File: src/rtl/mem_bus_arbiter.sv
// -----------------------------------------------------------------------------
// mem_bus_arbiter
//
// Shares the single external memory bus (cartridge ROM/RAM, VRAM, WRAM, OAM)
// between the CPU, the OAM DMA engine and the HDMA block-transfer engine.
// Ownership only changes on the last T-cycle of a machine cycle (ct == 2'b11),
// so an access in flight is never cut short.
//
// While OAM DMA owns the bus the CPU keeps running. Its reads below FF00 return
// conflict data, and its writes below FF00 are dropped. While HDMA owns the bus
// the CPU is halted. HDMA is limited to HDMA_MAX_MCYC consecutive machine
// cycles, after which the CPU gets one machine cycle before HDMA may resume.
//
// Parameters:
//   HDMA_MAX_MCYC  consecutive HDMA machine cycles before a forced CPU slot
//                  (1..255)
//   CONFLICT_DATA  byte returned to CPU reads that OAM DMA blocks
//
// Optional build macro:
//   BUS_ARB_DMG_CORRUPT_EN  when defined, blocked CPU reads during OAM DMA
//                           return bus_din, the byte DMA is currently reading,
//                           instead of CONFLICT_DATA. Blocked writes are dropped
//                           in either build.
//
// Ports:
//   clk, rst          system clock, synchronous active-high reset
//   ct                T-cycle phase, 2'b11 is the last phase of a machine cycle
//   cpu_*             CPU strobes/address/data, cpu_din returned read data,
//                     cpu_halt stalls the CPU clock-enable
//   io_din            read data from the IO/HRAM decoder (FF00-FFFF)
//   dma_*             OAM DMA request (dma_occupy), strobes, address, data
//   hdma_*            HDMA request/grant, strobes, address, data
//   bus_*             memory bus towards the memory decoder
// -----------------------------------------------------------------------------
module mem_bus_arbiter #(
    parameter int unsigned HDMA_MAX_MCYC = 16,
    parameter logic [7:0]  CONFLICT_DATA = 8'hFF
) (
    input  logic        clk,
    input  logic        rst,
    input  logic [1:0]  ct,

    input  logic        cpu_rd,
    input  logic        cpu_wr,
    input  logic [15:0] cpu_a,
    input  logic [7:0]  cpu_dout,
    output logic [7:0]  cpu_din,
    output logic        cpu_halt,

    input  logic [7:0]  io_din,

    input  logic        dma_occupy,
    input  logic        dma_rd,
    input  logic        dma_wr,
    input  logic [15:0] dma_a,
    input  logic [7:0]  dma_dout,
    output logic [7:0]  dma_din,

    input  logic        hdma_req,
    output logic        hdma_gnt,
    input  logic        hdma_rd,
    input  logic        hdma_wr,
    input  logic [15:0] hdma_a,
    input  logic [7:0]  hdma_dout,
    output logic [7:0]  hdma_din,

    output logic        bus_rd,
    output logic        bus_wr,
    output logic [15:0] bus_a,
    output logic [7:0]  bus_dout,
    input  logic [7:0]  bus_din
);

    typedef enum logic [1:0] {
        OWN_CPU  = 2'd0,
        OWN_OAM  = 2'd1,
        OWN_HDMA = 2'd2
    } owner_e;

    localparam logic [7:0]  STREAK_MAX = 8'(HDMA_MAX_MCYC);
    localparam logic [15:0] IO_BASE    = 16'hFF00;

    owner_e     owner_q,    owner_d;
    logic [7:0] streak_q,   streak_d;
    logic       hdma_gnt_q, hdma_gnt_d;
    logic       cpu_halt_q, cpu_halt_d;

    logic       boundary;
    logic       streak_done;
    logic       cpu_in_io;

    assign boundary    = (ct == 2'b11);
    // The streak counts HDMA machine cycles in the current stint, so reaching
    // the limit means HDMA has just used its last permitted machine cycle.
    assign streak_done = (streak_q >= STREAK_MAX);
    // FF00-FFFF is served by the internal IO/HRAM decoder, never by the bus.
    assign cpu_in_io   = (cpu_a >= IO_BASE);

    // -------------------------------------------------------------------------
    // Arbitration, evaluated only at machine-cycle boundaries.
    // -------------------------------------------------------------------------
    always_comb begin
        // NOTE: every signal written here gets a default first, so no path
        // leaves one unassigned and no latch is inferred.
        owner_d    = owner_q;
        streak_d   = streak_q;
        hdma_gnt_d = hdma_gnt_q;
        cpu_halt_d = cpu_halt_q;

        if (boundary) begin
            if (dma_occupy) begin
                owner_d = OWN_OAM;
            end else if (hdma_req && !streak_done) begin
                owner_d = OWN_HDMA;
            end else begin
                owner_d = OWN_CPU;
            end

            // Counts every boundary that hands the next machine cycle to HDMA,
            // and clears whenever that cycle goes to anyone else (forced CPU
            // slot, OAM preemption or HDMA finishing).
            if (owner_d == OWN_HDMA) begin
                streak_d = streak_q + 8'd1;
            end else begin
                streak_d = 8'd0;
            end

            hdma_gnt_d = (owner_d == OWN_HDMA);

            // The CPU halt follows HDMA ownership. It is held through an OAM
            // preemption of a still-pending HDMA, because HDMA takes the bus
            // back as soon as OAM DMA lets go. OAM DMA alone never halts the
            // CPU, which keeps running and sees conflict data.
            cpu_halt_d = (owner_d == OWN_HDMA) ||
                         ((owner_d == OWN_OAM) && cpu_halt_q && hdma_req);
        end
    end

    always_ff @(posedge clk) begin
        // NOTE: sequential state uses non-blocking assignments so every flop
        // samples the pre-edge values and the evaluation order does not matter.
        if (rst) begin
            owner_q    <= OWN_CPU;
            streak_q   <= 8'd0;
            hdma_gnt_q <= 1'b0;
            cpu_halt_q <= 1'b0;
        end else begin
            owner_q    <= owner_d;
            streak_q   <= streak_d;
            hdma_gnt_q <= hdma_gnt_d;
            cpu_halt_q <= cpu_halt_d;
        end
    end

    assign hdma_gnt = hdma_gnt_q;
    assign cpu_halt = cpu_halt_q;

    // -------------------------------------------------------------------------
    // Bus mux, combinational from the registered owner.
    // -------------------------------------------------------------------------
    always_comb begin
        bus_rd   = 1'b0;
        bus_wr   = 1'b0;
        bus_a    = 16'h0000;
        bus_dout = 8'h00;

        unique case (owner_q)
            OWN_OAM: begin
                bus_rd   = dma_rd;
                bus_wr   = dma_wr;
                bus_a    = dma_a;
                bus_dout = dma_dout;
            end
            OWN_HDMA: begin
                bus_rd   = hdma_rd;
                bus_wr   = hdma_wr;
                bus_a    = hdma_a;
                bus_dout = hdma_dout;
            end
            default: begin
                if (!cpu_in_io) begin
                    bus_rd   = cpu_rd;
                    bus_wr   = cpu_wr;
                    bus_a    = cpu_a;
                    bus_dout = cpu_dout;
                end
            end
        endcase
    end

    // Both engines read straight from the bus. They only act on the data
    // while they own it.
    assign dma_din  = bus_din;
    assign hdma_din = bus_din;

    // -------------------------------------------------------------------------
    // CPU read data. IO/HRAM is always reachable. Below FF00 the CPU sees
    // conflict data while OAM DMA holds the bus. Blocked CPU writes need no
    // logic here, because the bus is already driven by the DMA engine.
    // -------------------------------------------------------------------------
    always_comb begin
        if (cpu_in_io) begin
            cpu_din = io_din;
        end else if (owner_q == OWN_OAM) begin
`ifdef BUS_ARB_DMG_CORRUPT_EN
            cpu_din = bus_din;
`else
            cpu_din = CONFLICT_DATA;
`endif
        end else begin
            cpu_din = bus_din;
        end
    end

endmodule
File: config.mk
export PLATFORM = sky130hd
export DESIGN_NAME = mem_bus_arbiter
export DESIGN_NICKNAME = d
export VERILOG_FILES = /design/src/rtl/mem_bus_arbiter.sv
export SDC_FILE = /design/constraint.sdc
export NUM_CORES = 1
export LEC_CHECK = 0
export BUFFER_PORTS_ARGS = -buffer_cell sky130_fd_sc_hd__buf_2
export CAP_MARGIN = 15
export CORE_ASPECT_RATIO = 0.8
export CORE_MARGIN = 3
export CORE_UTILIZATION = 34
export DETAILED_ROUTE_END_ITERATION = 8
export MAX_ROUTING_LAYER = met4
export PLACE_DENSITY_LB_ADDON = 0.05
export SLEW_MARGIN = 5
export SYNTH_ARGS = -nofsm -noshare
export SYNTH_HDL_FRONTEND = slang
export SYNTH_SLANG_ARGS = --single-unit
File: constraint.sdc
create_clock -name clk -period 1.4 [get_ports clk]
set_input_delay 0.07 -clock clk [delete_from_list [all_inputs] [get_ports clk]]
set_output_delay 0.07 -clock clk [all_outputs]
set_load 0.01 [all_outputs]
# Yosys cells after proc, flatten, opt, wreduce, memory -nomap -nowiden
# Cells that the tools add are included.
# classes
addsub,1
multipliers,0
div_mod_pow,0
magnitude_cmp,2
n_eq_ne,5
shift,0
n_mux,14
bitwise_logic,0
reduce_logical,5
# op_table
op,n
8-bit 2-to-1 mux,4
16-bit one-hot mux with 2 select lines,1
"16-bit greater-or-equal comparator, second input constant",1
16-bit 2-to-1 mux,1
8-bit one-hot mux with 2 select lines,1
"8-bit by 1-bit adder with 8-bit output, second input constant",1
"8-bit by 5-bit greater-or-equal comparator with 1-bit output, second input constant",1
"2-bit equality test, second input constant",3
2-bit 2-to-1 mux,3
"2-bit by 1-bit equality test with 1-bit output, second input constant",2
1-bit one-hot mux with 2 select lines,2
1-bit logical AND,3
1-bit 2-to-1 mux,2
1-bit zero test,1
1-bit logical OR,1
# totals
register_bits,12
latchBits,0
ramBits,0
romBits,0
output_inout_bits,52
word_cells,31
mem_count,0

# Depth between registers and ports, before layout
# Gate-level depths: netlist of run 1.
# depth
ltp_word,10
depth_mapped,6
ltp_nobuf,4

# Worst setup path before layout of run 1
# No wires, ideal clock.
# synth_path
kind,register -> output
from,register owner_q[1]
to,output bus_a[12]
arrival_time_ps,1412
path_slack_ps,-82
path_stages_with_launch,7
n_path_buf,2
cell_sequence,dfxtp_1 > inv_1 > ha_1 > buf_2 > clkbuf_1 > nand2_1 > o22ai_1
# synth_via
elab_chain_len,2
elab_cells_between_ends,3
classes_between,eq/ne (2); mux (1)
# synth_rtl
element,line_no,rtl
"start, declared",83,"owner_e owner_q, owner_d;"
"start signal, assigned",148,owner_q <= owner_d;
2-bit equality test / 2-bit by 1-bit equality test with 1-bit output (equally long branches),167,unique case (owner_q)
16-bit one-hot mux with 2 select lines *,167,
"end, declared",69,"output logic [15:0] bus_a,"
# Every way passes the cells marked *; elsewhere a longest branch is shown, timed or not.

# Worst setup path after layout of run 1
# layout_path
from,register owner_q[1]
to,output bus_a[10]
# The elaborated chain is that of the path after synthesis.

==> results of run 1 <==
==> report_power, final <==
group	switching (mW)	internal (mW)	total (mW)	leakage [nW]
Combinational	0.352	0.385	0.737	1.15
Sequential	0.00342	0.318	0.322	0.0898
Clock	0.117	0.200	0.317	0.0228
==> worst reg2reg max path: cells and delay by family, from the launching register on <==
| family | cells | cell delay (ns) |
|---|---|---|
| AOI/OAI and AO/OA | 1 | 0.21 |
| DFF | 1 | 0.32 |
| and+or+nand+nor | 2 | 0.62 |
==> routing by layer <==
layer	track usage (%)	vias to the layer above	part of all wire, %
met5	-	-	0
met4	6.234	0	0.58
met3	3.055	4	11
met2	38.13	120	52
met1	23.57	905	36
li1	-	974	-
==> registers in the layout, indices dropped and copies added (netlist names) <==
signal    count
owner_q       2
streak_q      8
cpu_halt      1
==> final timing paths <==
| kind | end | depth (start not counted) |
|---|---|---|
| setup / recovery | bus_a[10] | 6 |
| hold / removal | owner_q[1] | 2 |
| setup reg to reg | streak_q[3] | 3 |
| hold reg to reg | owner_q[0] | 2 |
==> timing repair <==
| item | 4_1_cts | 5_1_grt |
|---|---|---|
| cloned | 5 | 3 |
| endpoints found under the setup margin | 34 | 31 |
| buffers inserted | 5 | 1 |
| pin swaps | 4 | 20 |
| resized for setup | 31 | 44 |
==> logic make-up (layout without fill, tap and decap cells) <==
| family | Yosys count | in the layout | synth area share (%) |
|---|---|---|---|
| compound gates | 62 | 62 | 31.69 |
| fa+ha+maj | 4 | 4 | 3.795 |
| buf+inv | 46 | 187 | 18.79 |
| simple gates | 61 | 61 | 22.96 |
| mux | 8 | 8 | 6.072 |
| flops | 11 | 11 | 16.70 |
==> metrics by stage <==
stage | instances | hold slack [ns] | setup TNS, ns
3_5_place_dp | 357 | 0.3512 | -0.1567
6_report | 375 | 0.1080 | -3.465
4_1_cts | 371 | 0.09417 | -3.183
3_3_place_gp | 357 | 0.3519 | -0.01058
2_1_floorplan | 192 | 0.2175 | -1.576
5_1_grt | 375 | 0.1090 | -5.444
==> synthesized netlist by cell type, drive strengths merged <==
master and n:
a21oi 5, a22oi 26, a31oi 2, a32oi 2, and2 4, and3 1
and4b 2, buf 26, clkbuf 8, dfxtp 11, ha 4, inv 12
mux2i 8, nand2 33, nand3 4, nand4 3, nand4b 2, nor2 11
nor4 1, o21ai 1, o22ai 26
==> final cells by class <==
class	instances	share of cell area, %
timing repair buffer	171	42.89
inverter	12	1.706
sequential	11	8.436
tap	42	1.991
clock buffer	4	1.706
multi-input combinational	135	43.27
==> impl_metrics.yaml, run 1 <==
placement:
  dp_hpwl_mm: 3.642
  place_ws_ns: -0.05119
  postPlaceCellArea_um2: 2019
  routabilityCongestion: 0.8275
  portBuffers: 151
critical_path:
  worstPathRequired_ns: 1.33
  crit_fanout: 13
  critical_path_class: "register to output port"
  worst_path_max_delay_cell: "dfxtp_2"
  crit_start: "owner_q[1]"
  cpPeakStageDelay_ns: 0.33
  crit_chain: "inv_2 > ha_4 > buf_6 > buf_16 > o22ai_1 > buf_2"
  r2r_start: "streak_q[7]"
  cp_num_buf_inv: 4
  critPathArrivalTime_ns: 1.49
  start_kind: "register"
  cpLargestDelayFamily: "buffers and inverters"
  r2r_slack_ns: 0.18
  cp-end-kind: "output port"
synth:
  synthCells: 192
  ys_warn_count: 0
  synth_top_area_cell: "dfxtp_1"
  yosysSeqAreaShare_pct: 16.70
  synth_area_um2: 1319
  synthTopCellsByArea: "dfxtp_1 17%, a22oi_1 15%, o22ai_1 12%"
  avgSynthCellArea_um2: 6.869
  synth_nets: 296
  ys_types: 24
  synth_top_area_share_pct: 16.70
  synth-seq-cells: 11
routing:
  via_count: 2003
  remaining_drc_errors: 0
  antenna_left: 0
  via_per_inst: 5.341
  wl_mm: 5.844
  drt-initial-drc-count: 52
  routedWlPerCell_um: 15.58
  firstDrtPassIters: 4
cells_and_area:
  fin_nets: 438
  final_cell_mix: "148 x buf_2, 23 x nand2_1, 16 x a22oi_2, 12 x o22ai_2"
  multiInputGateArea_um2: 1142
  fin_util_pct: 74.04
  final_common_cell: "buf_2"
  seqCellArea_um2: 222.7
  drive_gt1_share_pct: 68.77
  area_growth_pct: 100.2
  fin_area_um2: 2640
  diodes: 0
  n_fill_cell: 260
status:
  outcome: "finished with violations"
  violations: "setup timing"
timing:
  finalSetupViolations: 32
  period_share_pct: 111.5
  rsz0062_at_grt: "true"
  period_needed_ns: 1.562
  hold_viol: 0
  final.setup_skew_ns: 0.002699
  slew_viol_final: 0
  slew_headroom_pct: 68.85
  clock.fmax_mhz: 640.4
  fin_ws_ns: -0.1615
  worst_pin_slew_ns: 0.4638
grt:
  grt_use_total_pct: 20.83
  grt-ovfl-total: 0
  grt_pass1_wl_mm: 7.307
  grt_antenna_before_repair: 0
  grt_pass1_vias: 1674
  grt_start_max_net_pins: 35
min_path:
  hp-start: "rst"
  min_path_type: "input pin to register"
floorplanning:
  ioPinCount: 152
  rows: 19
  core_area_um2: 3566
  die_w_um: 75.63
  die-area_um2: 4667
  fp.dieH_um: 61.71
  start_util_pct: 36.98
power:
  vdd_drop_max_mv: 0.3745
  p_leak_nw: 1.258
  cellPowerDensity_nw_per_um2: 520.9
  total_power_mw: 1.375
clocking:
  cts_tree: "yes"
  cts_root_buf: "clkbuf_8"
  cts_buffer_depth: 2
  hold_buffers: 0
  path_clk_slew_ns: 0.05
  htree_levels: 1
  clock_sinks: 11
  clock_latency_ns: 0.24
  cts_buffers: 3
flow_run:
  cap_violations: 0
Note: power is estimated with default switching activity, not from simulation.
==> run 2, diff against run 1 <==
- SETUP_SLACK_MARGIN: default -> 0.02
- SLEW_MARGIN: 5 -> default
==> impl_metrics.yaml, run 2 (synthesized netlist as in run 1, its figures left out) <==
cells_and_area:
  final_cell_mix: "151 x buf_2, 29 x nand2_1, 21 x a22oi_2, 17 x o22ai_2, 11 x inv_1"
  largest_register: "streak_q"
  fin_nets: 437
  final_common_cell: "buf_2"
  diodes: 0
  fin_cells: 374
  area_growth_pct: 96.39
  largest_reg_flops: 8
  drive_gt1_share_pct: 69.28
power:
  switching_share_pct: 34.87
  cellPowerDensity_nw_per_um2: 522.3
  clockPowerShare_pct: 23.8
  power_frac_comb_pct: 52.4
  p_switching_mw: 0.4717
  vdd_drop_max_mv: 0.4875
  p_int_mw: 0.8809
  p_leak_nw: 1.239
  p_seq_share_pct: 23.8
grt:
  grt_pass1_wl_mm: 6.996
  grt_pass1_vias: 1573
  grt_start_max_net_pins: 35
  grt_use_total_pct: 20.06
  grt_antenna_before_repair: 0
  grt-ovfl-total: 0
timing:
  slew_viol_final: 0
  clock.fmax_mhz: 639.3
  rsz0062_at_grt: "true"
  fin_ws_ns: -0.1643
  slew_headroom_pct: 69.49
  final.setup_skew_ns: 0.005231
  hold_ws_ns: 0.09777
  period_share_pct: 111.7
  worst_pin_slew_ns: 0.4543
  finalSetupViolations: 27
  period_needed_ns: 1.564
  hold_viol: 0
floorplanning:
  core_area_um2: 3566
  ioPinCount: 152
  die-area_um2: 4667
  rows: 19
  fp.dieH_um: 61.71
  die_w_um: 75.63
  start_util_pct: 36.98
flow_run:
  cap_violations: 0
min_path:
  min_path_type: "input pin to register"
  hp-start: "rst"
clocking:
  cts_buffer_depth: 2
  cts_buffers: 3
  htree_levels: 1
  cts_tree: "yes"
  cts_root_buf: "clkbuf_8"
  path_clk_slew_ns: 0.05
  clock_latency_ns: 0.24
  clock_sinks: 11
routing:
  via_per_inst: 5.500
  via_count: 2057
  drt-initial-drc-count: 70
  firstDrtPassIters: 4
  antenna_left: 0
  wl_mm: 6.308
  routedWlPerCell_um: 16.87
  remaining_drc_errors: 0
status:
  violations: "setup timing"
  outcome: "finished with violations"
critical_path:
  worstPathRequired_ns: 1.33
  r2r_start: "streak_q[7]"
  crit_fanout: 13
  start_kind: "register"
  cp-end-kind: "output port"
  critPathArrivalTime_ns: 1.49
  crit_start: "owner_q[1]"
  critical_path_class: "register to output port"
placement:
  dp_hpwl_mm: 3.693
  portBuffers: 151
  dp_cells: 358
  routabilityCongestion: 0.7439
==> run 2: worst paths after layout <==
path	to	slack (ns)	cells after the start
worst max-delay path	bus_a[3]	-0.16	6
worst min-delay path	owner_q[0]	0.1	2
worst max register to register	cpu_halt	0.21	3
worst min register to register	owner_q[0]	0.48	2
==> run 2: through the flow <==
stage | setup TNS (ns) | util [%] | instance area, um2 | setup WS [ns] | total power, mW
floorplan | 0 | - | 1323 | 0.009919 | 0.5910
global placement | 0 | 56.84 | 2027 | 0.07099 | 0.8416
detailed placement | 0 | 56.84 | 2027 | 0.03053 | 0.8440
CTS | -3.046 | 63.93 | 2280 | -0.1314 | 1.245
global route | -4.966 | 72.63 | 2590 | -0.2027 | 1.426
finish | -3.467 | 72.63 | 2590 | -0.1643 | 1.353
==> run 2: repair_timing <==
item / 4_1_cts / 5_1_grt
hold buffers: 0 / 0
buffers inserted: 5 / 0
pin swaps: 2 / 22
setup endpoints to repair: 34 / 32
cloned: 4 / 4
resized for setup: 18 / 53
==> run 2: power by group through the flow <==
stage	clock, mW	combinational (mW)	sequential (mW)
floorplan	0	0.264	0.328
global placement	0	0.515	0.327
detailed placement	0	0.517	0.327
CTS	0.320	0.602	0.322
global route	0.341	0.763	0.322
finish	0.322	0.709	0.322
==> run 2: routing by layer <==
layer / track usage [%] / vias up / wire length [um]
met5: - / - / 0
met4: 3.242 / 0 / 38
met3: 4.180 / 6 / 631
met2: 34.93 / 129 / 3234
met1: 24.44 / 953 / 2403
li1: - / 969 / -
==> run 2: critical path, stage by stage (launching register included) <==
cell and delay (ns):
dfxtp_2 0.32, buf_4 0.14, ha_4 0.18, buf_12 0.15, a22oi_1 0.21, o22ai_1 0.11
buf_2 0.15
==> run 2: cell type report <==
| cell class | count | area, um2 |
|---|---|---|
| multi-input cells | 135 | 1130 |
| repair buffers | 170 | 1095 |
| fillers | 303 | 975.9 |
| flip-flops and latches | 11 | 222.7 |
| well taps | 42 | 52.55 |
| clock buffers | 4 | 45.04 |
| inverters | 12 | 45.04 |
